`config.mk`:
```
export PLATFORM = sky130hd
export DESIGN_NAME = imem_loader
export DESIGN_NICKNAME = d
export VERILOG_FILES = /design/src/rtl/imem_loader_pkg.sv /design/src/rtl/imem_loader_timeout.sv /design/src/rtl/imem_loader.sv
export SDC_FILE = /design/constraint.sdc
export NUM_CORES = 1
export LEC_CHECK = 0
export ABC_AREA = 1
export CAP_MARGIN = 25
export CORE_UTILIZATION = 52
export CTS_BUF_LIST = sky130_fd_sc_hd__clkbuf_4
export DETAILED_ROUTE_END_ITERATION = 10
export GPL_ROUTABILITY_DRIVEN = 0
export HOLD_SLACK_MARGIN = 0.15
export PLACE_DENSITY_LB_ADDON = 0.2
export SYNTH_ARGS = -nofsm -noshare
export SYNTH_HDL_FRONTEND = slang
export SYNTH_SLANG_ARGS = --single-unit
export TNS_END_PERCENT = 1
```
`constraint.sdc`:
```
create_clock -name clk -period 1.3 [get_ports clk]
set_input_delay 0.26 -clock clk [delete_from_list [all_inputs] [get_ports clk]]
set_output_delay 0.26 -clock clk [all_outputs]
set_load 0.01 [all_outputs]
```
`src/rtl/imem_loader_pkg.sv`:
```
// Shared definitions for the UART instruction-memory loader: state encoding and protocol bytes.
package imem_loader_pkg;
    typedef enum logic [2:0] {
        S_IDLE, S_ADDR_HI, S_ADDR_LO, S_COUNT, S_DATA_HI, S_DATA_LO, S_CSUM, S_RESP
    } state_t;

    localparam logic [7:0] LOAD_HDR = 8'hA5;
    localparam logic [7:0] LOAD_ACK = 8'h06;
    localparam logic [7:0] LOAD_NAK = 8'h15;
endpackage

```
`src/rtl/imem_loader_timeout.sv`:
```
// Inter-byte watchdog: counts idle cycles while enabled, flags expiry on the last allowed cycle.
module imem_loader_timeout #(
    parameter int TIMEOUT_CYCLES = 100000
) (
    input  logic clk,
    input  logic reset,
    input  logic clear,
    input  logic enable,
    output logic expired
);
    localparam int CW = $clog2(TIMEOUT_CYCLES + 1);

    logic [CW-1:0] count;

    assign expired = enable && !clear && (count == CW'(TIMEOUT_CYCLES - 1));

    always_ff @(posedge clk) begin
        if (!reset || clear || !enable)
            count <= '0;
        else if (!expired)
            count <= count + CW'(1);
    end
endmodule

```
`src/rtl/imem_loader.sv`:
```
// Parses framed UART load commands into instruction-memory writes and answers ACK/NAK.
// Define IMEM_LOADER_CHECKSUM_EN to require and check a trailing XOR checksum byte.
module imem_loader
    import imem_loader_pkg::*;
#(
    parameter int ADDR_W         = 12,
    parameter int TIMEOUT_CYCLES = 100000
) (
    input  logic              clk,
    input  logic              reset,
    input  logic [7:0]        rx_data,
    input  logic              rx_valid,
    output logic              imem_we,
    output logic [ADDR_W-1:0] imem_waddr,
    output logic [15:0]       imem_wdata,
    output logic [7:0]        ack_data,
    output logic              ack_valid,
    input  logic              ack_ready,
    output logic              cpu_hold,
    output logic              load_done,
    output logic              load_err
);
    state_t            state;
    logic [7:0]        addr_hi_q;
    logic [ADDR_W-1:0] addr;
    logic [7:0]        remaining;
    logic [7:0]        data_hi_q;
    logic              expired;
`ifdef IMEM_LOADER_CHECKSUM_EN
    logic [7:0]        csum;
`endif

    imem_loader_timeout #(.TIMEOUT_CYCLES(TIMEOUT_CYCLES)) u_timeout (
        .clk     (clk),
        .reset   (reset),
        .clear   (rx_valid),
        .enable  ((state != S_IDLE) && (state != S_RESP)),
        .expired (expired)
    );

    always_ff @(posedge clk) begin
        if (!reset) begin
            state      <= S_IDLE;
            addr_hi_q  <= '0;
            addr       <= '0;
            remaining  <= '0;
            data_hi_q  <= '0;
            imem_we    <= 1'b0;
            imem_waddr <= '0;
            imem_wdata <= '0;
            ack_data   <= '0;
            ack_valid  <= 1'b0;
            cpu_hold   <= 1'b1;
            load_done  <= 1'b0;
            load_err   <= 1'b0;
`ifdef IMEM_LOADER_CHECKSUM_EN
            csum       <= '0;
`endif
        end else begin
            imem_we   <= 1'b0;
            load_done <= 1'b0;
`ifdef IMEM_LOADER_CHECKSUM_EN
            // Accumulate every byte between the header and the checksum byte.
            if (rx_valid && state inside {S_ADDR_HI, S_ADDR_LO, S_COUNT, S_DATA_HI, S_DATA_LO})
                csum <= csum ^ rx_data;
`endif
            if (expired) begin
                state     <= S_RESP;
                ack_valid <= 1'b1;
                ack_data  <= LOAD_NAK;
                load_err  <= 1'b1;
            end else begin
                case (state)
                    S_IDLE: if (rx_valid && rx_data == LOAD_HDR) begin
                        state    <= S_ADDR_HI;
                        cpu_hold <= 1'b1;
                        load_err <= 1'b0;
`ifdef IMEM_LOADER_CHECKSUM_EN
                        csum     <= '0;
`endif
                    end
                    S_ADDR_HI: if (rx_valid) begin
                        addr_hi_q <= rx_data;
                        state     <= S_ADDR_LO;
                    end
                    S_ADDR_LO: if (rx_valid) begin
                        addr  <= ADDR_W'({addr_hi_q, rx_data});
                        state <= S_COUNT;
                    end
                    S_COUNT: if (rx_valid) begin
                        remaining <= rx_data;
                        if (rx_data != 8'd0)
                            state <= S_DATA_HI;
                        else begin
`ifdef IMEM_LOADER_CHECKSUM_EN
                            state     <= S_CSUM;
`else
                            state     <= S_RESP;
                            ack_valid <= 1'b1;
                            ack_data  <= LOAD_ACK;
`endif
                        end
                    end
                    S_DATA_HI: if (rx_valid) begin
                        data_hi_q <= rx_data;
                        state     <= S_DATA_LO;
                    end
                    S_DATA_LO: if (rx_valid) begin
                        imem_we    <= 1'b1;
                        imem_waddr <= addr;
                        imem_wdata <= {data_hi_q, rx_data};
                        addr       <= addr + ADDR_W'(1);
                        remaining  <= remaining - 8'd1;
                        if (remaining != 8'd1)
                            state <= S_DATA_HI;
                        else begin
`ifdef IMEM_LOADER_CHECKSUM_EN
                            state     <= S_CSUM;
`else
                            state     <= S_RESP;
                            ack_valid <= 1'b1;
                            ack_data  <= LOAD_ACK;
`endif
                        end
                    end
`ifdef IMEM_LOADER_CHECKSUM_EN
                    S_CSUM: if (rx_valid) begin
                        state     <= S_RESP;
                        ack_valid <= 1'b1;
                        if (rx_data == csum)
                            ack_data <= LOAD_ACK;
                        else begin
                            ack_data <= LOAD_NAK;
                            load_err <= 1'b1;
                        end
                    end
`endif
                    // Bytes arriving while the response is pending are dropped.
                    S_RESP: if (ack_ready) begin
                        ack_valid <= 1'b0;
                        state     <= S_IDLE;
                        if (ack_data == LOAD_ACK) begin
                            cpu_hold  <= 1'b0;
                            load_done <= 1'b1;
                        end
                    end
                    default: state <= S_IDLE;
                endcase
            end
        end
    end
endmodule

```
# --- Word-level counts from Yosys, hierarchy flattened ---
# Cells that the tools add are included.
op_classes:
  add_sub_neg: 3
  n_eq_ne: 28
  n_mux: 39
  n_bitwise: 5
  n_reduce_logical: 33
op_table:
  columns: ["cell", "count"]
  rows:
  - ["$mux W8", 6]
  - ["$pmux W8 S2", 2]
  - ["$ne A3 B3 Y1 const B", 10]
  - ["$mux W12", 2]
  - ["$mux W3", 8]
  - ["$pmux W12 S2", 1]
  - ["$pmux W3 S7", 1]
  - ["$add A17 B1 Y17 const B", 1]
  - ["$eq A17 B17 Y1 const B", 1]
  - ["$ne A2 B2 Y1 const B", 8]
  - ["$reduce_and A5 Y1", 3]
  - ["$mux W1", 14]
  - ["$add A12 B1 Y12 const B", 1]
  - ["$reduce_bool A2 Y1", 5]
  - ["$eq A3 B3 Y1 const B", 3]
  - ["$reduce_and A3 Y1", 3]
  - ["$eq A8 B3 Y1 const B", 1]
  - ["$eq A8 B8 Y1 const B", 1]
  - ["$ne A8 B1 Y1 const B", 1]
  - ["$reduce_and A4 Y1", 2]
  - ["$reduce_bool A8 Y1", 1]
  - ["$sub A8 B1 Y8 const B", 1]
  - ["$reduce_and A7 Y1", 1]
  - ["$eq A3 B2 Y1 const B", 2]
  - ["other kinds (17)", 29]
word_totals:
  ff_bits: 93
  out_inout_bits: 41

# --- Longest topological paths before layout ---
# Gate-level depths: netlist (run 1).
depth:
  word_depth: 6
  mapped_depth: 12

# --- By module ---
# A second synthesis (run 1) with hierarchy kept.
unflattened:
  hier_cells: 607
  hier_area_um2: 4284.1
by_module_without_submodules:
  columns: ["module", "instances", "cells_each", "area_per_inst_um2", "seq_area_each_um2"]
  rows:
  - ["imem_loader", 1, 452, 3240.6, 1421.4]
  - ["imem_loader_timeout", 1, 155, 1043.5, 340.3]

# --- Worst setup path after synthesis (run 1) ---
# Ideal clock, no wire load.
synth_path:
  kind: "register to register"
  start: "register u_timeout.count[0]"
  end: "register u_timeout.count[10]"
  setup_ns: 0.115
  arrival_time_ns: 1.288
  t_required_ns: 1.185
  slack_ns: -0.103
  path_stages_with_launch: 10
  path_buffers: 0
  path_cell_list: "dfxtp_1 ha_1 nand2_1 inv_1 nand2_1 nor2_1 nand4_1 inv_1 a21oi_1 o21a_1"
synth_via:
  elab_chain_len: 2
  elab_cells_between_ends: 3
synth_rtl:
  columns: ["item", "line", "rtl"]
  rows:
  - ["from (decl)", "imem_loader_timeout.sv:13", "logic [CW-1:0] count;"]
  - ["from (signal assigned)", "imem_loader_timeout.sv:21", "count <= count + CW'(1);"]
  - ["branches (longest 2 deep; another with $add A17 B1 Y17)", null, null]
# Several ways; the timed one is not identified.
# A chain may end at the register's enable or synchronous reset.

# --- Final worst setup path (run 1) ---
layout_path:
  start: "register state[2]"
  end: "register state[0]"
layout_via:
  elab_chain_len: 6
  elab_cells_between_ends: 22
layout_rtl:
  columns: ["item", "line", "rtl"]
  rows:
  - ["from (decl)", "imem_loader.sv:23", "state_t state;"]
  - ["from (signal assigned)", "imem_loader.sv:43", "state <= S_IDLE;"]
  - ["from (signal assigned)", "imem_loader.sv:68", "state <= S_RESP;"]
  - ["from (signal assigned)", "imem_loader.sv:75", "state <= S_ADDR_HI;"]
  - ["$ne A3 B3 Y1 / $reduce_bool A3 Y1 (equally long branches)", "imem_loader.sv:37", ".enable ((state != S_IDLE) && (state != S_RESP)),"]
  - ["$logic_and A1 B1 Y1", "imem_loader.sv:37", null]
  - ["$logic_and A1 B1 Y1 (2 in a row)", "imem_loader_timeout.sv:15", "assign expired = enable && !clear && (count == CW'(TIMEOUT_CYCLES - 1));"]
  - ["$ne A3 B3 Y1 (no line)", null, null]
  - ["$reduce_and A7 Y1 (no line)", null, null]
# Parallel ways exist; a longest one is shown, timed or not.

==> metrics.yaml, run 1 <==
dieArea_sq_mm: 0.00855
fp.dieW_um: 92.5
yosys.area_share.simple_pct: 30.8
post_route_cells_drive_above_1_share_pct: 33.9
dp_slack_ns: -0.505
violations: "negative setup slack"
firstDrtPassIters: 5
start_util_pct: 54.5
cap_violations: 0
final_hold_viol_count: 0
total_power_w: 0.00506
wl_per_cell_um: 14.9
crit_path_end: "state[0]"
synth_compound_area_share_pct: 15.4
vias_per_cell: 5.57
critPathMaxFanout: 4
pwr-share-comb_pct: 11.4
multi_input_area_sq_mm: 0.00230
antenna_found_initial: 0
vias: 4760
synth-seq-area-share_pct: 41.4
start_kind: "flip-flop"
layout_setup_ws_ns: -0.222
period_needed_ns: 1.52
cts_hold_buffers: 0
synthXorXnorAreaFrac_pct: 1.03
worstReg2RegEnd: "state[0]"
grt_pass1_wl_um: 20400
core_sq_mm: 0.00781
ys_ff_latch: 88
final_cells: 855
critical-path-max-stage-delay_ns: 0.41
synth_edf_count: 0
clock_skew_ns: 0.0139
fmax_mhz: 657
dpl.hpwl_um: 8860
grt_max_degree: 38
synth_top_family_by_area: "simple AND/OR/NAND/NOR gates"
ir_worst_vdd_v: 0.000621
track_usage_pct: 29.8
pwr-share-seq_pct: 54.7
clk_pin_slew_ns: 0.13
synth_top_cells_by_area: "dfxtp_1, nand2_1, nand3_1"
status: "finished, violations left"
n_fill_cell: 593
synthDistinctLibCells: 36
worst-r2r-setup-slack_ns: -0.22
power_density_mw_per_mm2: 866
async_flop_share_pct: 0
placed_cells_incl_taps: 838
synth_top_area_cell: "dfxtp_1"
endpoint_kind: "flip-flop"
cts_tree: "done"
dominantRegCellSynth: "dfxtp_1"
seq_area_sq_mm: 0.00182
reg2reg_depth: 10
startpoint: "state[2]"
drc: 0
path_cells: "buf_4 -> inv_2 -> nand3_2 -> nand2_2 -> a21oi_2 -> nand3_2 -> nand2_1 -> nand2_1 -> nor2_1 -> nor2_1"
synthAdderAreaFrac_pct: 1.18
power_leakage_nw: 2.49
yosysWarnings: 0
clkSinkCount: 88
post_synth.cell_area_avg_sq_um: 6.88
io_pins: 53
worstReg2RegStart: "state[2]"
rsz0062_at_grt: "true"
cts_buffers: 9
p_switching_w: 0.00128
synthMuxAreaShare_pct: 0
post-route-period-util_pct: 117
p_int_w: 0.00377
setup_viol: 63
htreeDepth: 3
syn-cell-area_sq_mm: 0.00426
grt_pass1_vias: 4441
slew_viol_final: 0
arrival_ns: 1.86
nNetsFinal: 765
critical_path_required_ns: 1.64
clockRootBuffer: "clkbuf_4"
drt_iter0_markers: 292
rows: 32
worstSetupPathType: "reg2reg"
die-height_um: 92.5
clock_latency_ns: 0.43
worstHoldPathType: "reg2reg"
cts_buffer_depth: 2
power.share.clock_pct: 33.9
synthCells: 619
area_delta_synth_final_pct: 37.3
numPortBuffers: 48
drtAntennaViolNets: 0
cp_slowest_cell: "dfxtp_4"
swShare_pct: 25.4
wirelength_um: 12700
grt_overflow: 0
synth_top_cell_area_share_pct: 41.4
diodes: 0
==> layout by cell type, fill, tap and decap left out, drive strengths merged <==
cell,netlist,routed
o21a,1,1
clkbuf,6,27
buf,26,114
xor2,5,5
clkdlybuf4s50,0,11
a21oi,70,70
o31ai,2,2
nand3b,1,1
nor4,1,1
inv,66,65
o22ai,1,1
conb,1,4
dfxtp,88,88
nand3,76,76
clkinv,1,4
o21ai,41,41
o211ai,3,3
nor3,7,7
a31oi,7,7
nand2,134,134
nand4,12,12
bufinv,0,2
or2,1,1
ha,4,4
clkdlybuf4s15,0,7
nor2,65,65
==> registers in the layout, summed over array words and instances, names as in the netlist <==
name / count
u_timeout.count: 17
imem_wdata: 16
addr: 12
imem_waddr: 12
data_hi_q: 8
remaining: 8
addr_hi_q: 4
ack_data: 3
state: 3
ack_valid: 1
cpu_hold: 1
imem_we: 1
load_done: 1
load_err: 1
==> repair_timing <==
item,in CTS,in global routing
buffers inserted,0,2
gates cloned,0,0
pin swaps,7,10
setup endpoints to repair,118,117
gates resized for setup,150,98
==> cell families (layout without fill, tap and decap cells) <==
group	count (synthesis)	after routing
fa+ha+maj	4	4
other cells	1	4
compound gates	125	125
simple gates	297	297
buf+inv	99	230
flops	88	88
xor+xnor	5	5
==> worst max-delay path, delay by kind of cell, from the launching register on <==
kind                   cells  cell delay [ns]
DFF                        1             0.41
buffers and inverters      2             0.20
AOI/OAI and AO/OA          1             0.23
and+or+nand+nor            7             0.59
==> how the worst min path moves through the flow <==
stage                          endpoint  depth (start not counted)  slack, ns          start
after floorplan            addr_hi_q[0]                          2       0.39     rx_data[0]
after global placement     addr_hi_q[2]                          2       0.44   addr_hi_q[2]
after detailed placement   addr_hi_q[2]                          2       0.44   addr_hi_q[2]
after CTS                     load_done                          3       0.45      ack_ready
after global routing      imem_wdata[5]                          2       0.48  imem_wdata[5]
final                      addr_hi_q[2]                          2       0.46   addr_hi_q[2]
==> area by class of cell <==
cell class	instances	area share, %
Clock buffer	11	1.41
Inverter	67	4.56
Multi-Input combinational cell	435	39.4
Timing Repair Buffer	148	20.1
Tap cell	102	2.18
Clock inverter	4	1.20
Sequential cell	88	31.1
==> stage by stage <==
| stage | hold slack (ns) | util (%) | instance area [sq um] | TNS, ns |
|---|---|---|---|---|
| finish | 0.461 | 74.8 | 5840 | -4.69 |
| global route | 0.478 | 74.8 | 5840 | -9.56 |
| CTS | 0.445 | 74.5 | 5820 | -2.30 |
| detailed placement | 0.438 | 70.5 | 5500 | -29.01 |
| global placement | 0.437 | 70.5 | 5500 | -25.93 |
| floorplan | 0.395 | - | 4300 | -0.0385 |
==> synth_stat cells, types with 2 or more instances <==
cell and count:
nand2_1 131, dfxtp_1 88, nand3_1 73, a21oi_1 69, nor2_1 61, inv_1 57, o21ai_0 40, buf_2 14
nand4_1 12, buf_4 9, inv_2 9, a31oi_1 7, clkbuf_1 5, nor3_1 5, xor2_1 5, ha_1 4
nand2_2 3, nand3_2 3, nor2_2 3, o211ai_1 3, buf_1 2, o31ai_1 2
==> power by group through the flow <==
| stage | sequential (W) | clock [W] | combinational, W |
|---|---|---|---|
| finish | 0.00277 | 0.00172 | 0.000575 |
| global route | 0.00277 | 0.00185 | 0.000618 |
| detailed placement | 0.00282 | 0 | 0.000504 |
| global placement | 0.00282 | 0 | 0.000491 |
| floorplan | 0.00281 | 0 | 0.000287 |
| CTS | 0.00276 | 0.00173 | 0.000527 |
==> layer usage <==
metal / track usage, % / share of wire, %
met2: 51.2 / 49
met3: 5.42 / 7.9
met1: 36.9 / 40
met4: 11.5 / 3.3
met5: 0 / 0
Power figures use the tool's default switching activity.
==> run 2, diff against run 1 <==
--- a/config.mk
+++ b/config.mk
@@ -7,8 +7,7 @@
 export LEC_CHECK = 0
 export ABC_AREA = 1
 export CAP_MARGIN = 25
-export CORE_UTILIZATION = 52
-export CTS_BUF_LIST = sky130_fd_sc_hd__clkbuf_4
+export CORE_UTILIZATION = 50
 export DETAILED_ROUTE_END_ITERATION = 10
 export GPL_ROUTABILITY_DRIVEN = 0
 export HOLD_SLACK_MARGIN = 0.15
==> run 2 against run 1 <==
Net effect: the flow still finishes with violations (negative setup slack); clock power increased by 9%; largest cell class unchanged; via count decreased by 3.4%; cell count increased by 0.23%; sequential share of layout area decreased by 0.88 points; sequential cell count unchanged; critical path type unchanged; hold slack improved by 0.0030 ns; worst setup slack improved by 0.039 ns; largest power group unchanged; die area increased by 3.9%; power increased by 2.9%; critical endpoint is now state[1].
==> metrics.yaml, run 2 (synthesis results as in run 1) <==
dpl.hpwl_um: 8620  # was 8860 um
nNetsFinal: 763  # was 765
antenna_found_initial: 0  # unchanged
worstReg2RegStart: "state[0]"  # was state[2]
vias_per_cell: 5.37  # was 5.57
top_regs: "u_timeout.count x17, imem_wdata x16"  # unchanged
min_to: "imem_waddr[5]"  # was addr_hi_q[2]
dieArea_sq_mm: 0.00889  # was 0.00855 sq mm
diodes: 0  # unchanged
track_usage_pct: 27.4  # was 29.8%
die-height_um: 94.3  # was 92.5 um
dp_slack_ns: -0.531  # was -0.505 ns
cap_violations: 0  # unchanged
holdPathStages: 2  # unchanged
cts_tree: "done"  # unchanged
grt_max_degree: 24  # was 38
worstSetupPathType: "reg2reg"  # unchanged
most-common-layout-cells: "nand2_1, buf_4, dfxtp_1"  # was nand2_1, buf_4, nand3_1
firstDrtPassIters: 6  # was 5
start_util_pct: 51.8  # was 54.5%
slew_viol_final: 0  # unchanged
fp.dieW_um: 94.3  # was 92.5 um
largest_register_ffs: 17  # unchanged
tns_ns: -4.02  # was -4.69 ns
rsz0062_at_grt: "true"  # unchanged
layout_commonest_cell: "nand2_1"  # unchanged
cts_buffers: 9  # unchanged
busiest_layer: "met2"  # unchanged
clk_pin_slew_ns: 0.10  # was 0.13 ns
worst-r2r-setup-slack_ns: -0.18  # was -0.22 ns
n_fill_cell: 662  # was 593
endpoint_kind: "flip-flop"  # unchanged
drt_iter0_markers: 221  # was 292
power_density_mw_per_mm2: 882  # was 866 mW/mm^2
layout_setup_ws_ns: -0.183  # was -0.222 ns
post_route_cells_drive_above_1_share_pct: 25.4  # was 33.9%
min_from: "imem_waddr[5]"  # was addr_hi_q[2]
grt_util_met1_pct: 32.9  # was 36.9%
clock_latency_ns: 0.37  # was 0.43 ns
arrival_ns: 1.76  # was 1.86 ns
clkSinkCount: 88  # unchanged
core_sq_mm: 0.00822  # was 0.00781 sq mm
final_hold_viol_count: 0  # unchanged
power_leakage_nw: 2.58  # was 2.49 nW
wirelength_um: 12000  # was 12,700 um
groute.layer.met3.usage_pct: 4.53  # was 5.42%
start_kind: "flip-flop"  # unchanged
post-route-period-util_pct: 114  # was 117%
drc: 0  # unchanged
reg2reg_depth: 10  # unchanged
placed_cells_incl_taps: 838  # unchanged
violations: "negative setup slack"  # unchanged
fmax_mhz: 674  # was 657 MHz
worstHoldPathType: "reg2reg"  # unchanged
wl_per_cell_um: 14.0  # was 14.9 um
status: "finished, violations left"  # unchanged
grt_pass1_wl_um: 19200  # was 20,400 um
vias: 4600  # was 4,760
grt_use_met2_pct: 47.0  # was 51.2%
io_pins: 53  # unchanged
numPortBuffers: 48  # unchanged
final_cells: 857  # was 855
area_delta_synth_final_pct: 38.6  # was 37.3%
drtAntennaViolNets: 0  # unchanged
cts_hold_buffers: 0  # unchanged
worstReg2RegEnd: "state[1]"  # was state[0]
grt_pass1_vias: 4408  # was 4,441
period_needed_ns: 1.48  # was 1.52 ns
critPathMaxFanout: 4  # unchanged
cts_buffer_depth: 2  # unchanged
htreeDepth: 3  # unchanged
rows: 33  # was 32
critical_path_required_ns: 1.58  # was 1.64 ns
regMostFlops: "u_timeout.count"  # unchanged
clock_skew_ns: 0.0106  # was 0.0139 ns
setup_viol: 48  # was 63
grt_overflow: 0  # unchanged
clockRootBuffer: "clkbuf_8"  # was clkbuf_4
postLayoutCellArea_sq_mm: 0.00590  # was 0.00584 sq mm
utilization_pct: 71.8  # was 74.8%
ir_worst_vdd_v: 0.000994  # was 0.000621 V
placed_area_sq_mm: 0.00551  # was 0.00550 sq mm
-- run 2: cell count changes in the layout (fill, tap and decap cells not counted), moves of 5 or more --
cell and change:
clkbuf_4 -11, dfxtp_1 +25, buf_2 -14, clkbuf_2 -16
clkbuf_8 +9, clkdlybuf4s15_2 -5, dlygate4sd2_1 +35, dfxtp_2 -24
-- run 2: power by group --
group	leakage (nW)	switching, W	internal [W]
sequential	0.715	0.0000303	0.00273
combinational	1.77	0.000324	0.000252
clock	0.0951	0.00112	0.000749
total	2.58	0.00148	0.00373
-- run 2: metal layers --
layer | vias to the layer above | routed length [um]
met5 | - | 0
met4 | 0 | 363
met3 | 32 | 509
met2 | 130 | 5890
met1 | 2151 | 5210
li1 | 2287 | -
-- run 2: how the worst max path moves through the flow --
stage | slack [ns] | cells past startpoint | start | end
after global placement | -0.44 | 11 | rx_valid | state[1]
after floorplan | -0.02 | 9 | state[1] | u_timeout.count[1]
final | -0.18 | 10 | state[0] | state[1]
after CTS | -0.18 | 10 | state[0] | state[1]
after detailed placement | -0.53 | 11 | rx_valid | state[1]
after global routing | -0.34 | 10 | state[0] | state[1]
-- run 2: worst max-delay path, cell delays in order (launching register included) --
cell     delay [ns]
dfxtp_4        0.38
buf_4          0.14
buf_4          0.13
nand3_2        0.10
nand3_1        0.13
nand2_2        0.12
nand3_2        0.10
nand2_1        0.08
nand2_1        0.06
nor2_1         0.10
nor2_1         0.04
-- run 2: cell type report --
cell class	count	area (sq um)	share of cell area, %
clock buffers	9	124	2.10
inverters	67	259	4.39
well taps	105	131	2.23
flip-flops and latches	88	1790	30.3
repair buffers	146	1270	21.5
clock inverters	7	65.1	1.10
multi-input cells	435	2270	38.5
-- run 2: timing repair --
action,in CTS,in global routing
pin swaps,5,31
buffers inserted,2,1
gates resized for setup,59,63
setup endpoints to repair,116,86
-- run 2: per-stage QoR --
stage          total power, W  hold WS [ns]
6_report              0.00521         0.464
5_1_grt               0.00540         0.488
4_1_cts               0.00518         0.467
3_5_place_dp          0.00335         0.450
3_3_place_gp          0.00333         0.440
2_1_floorplan         0.00310         0.395
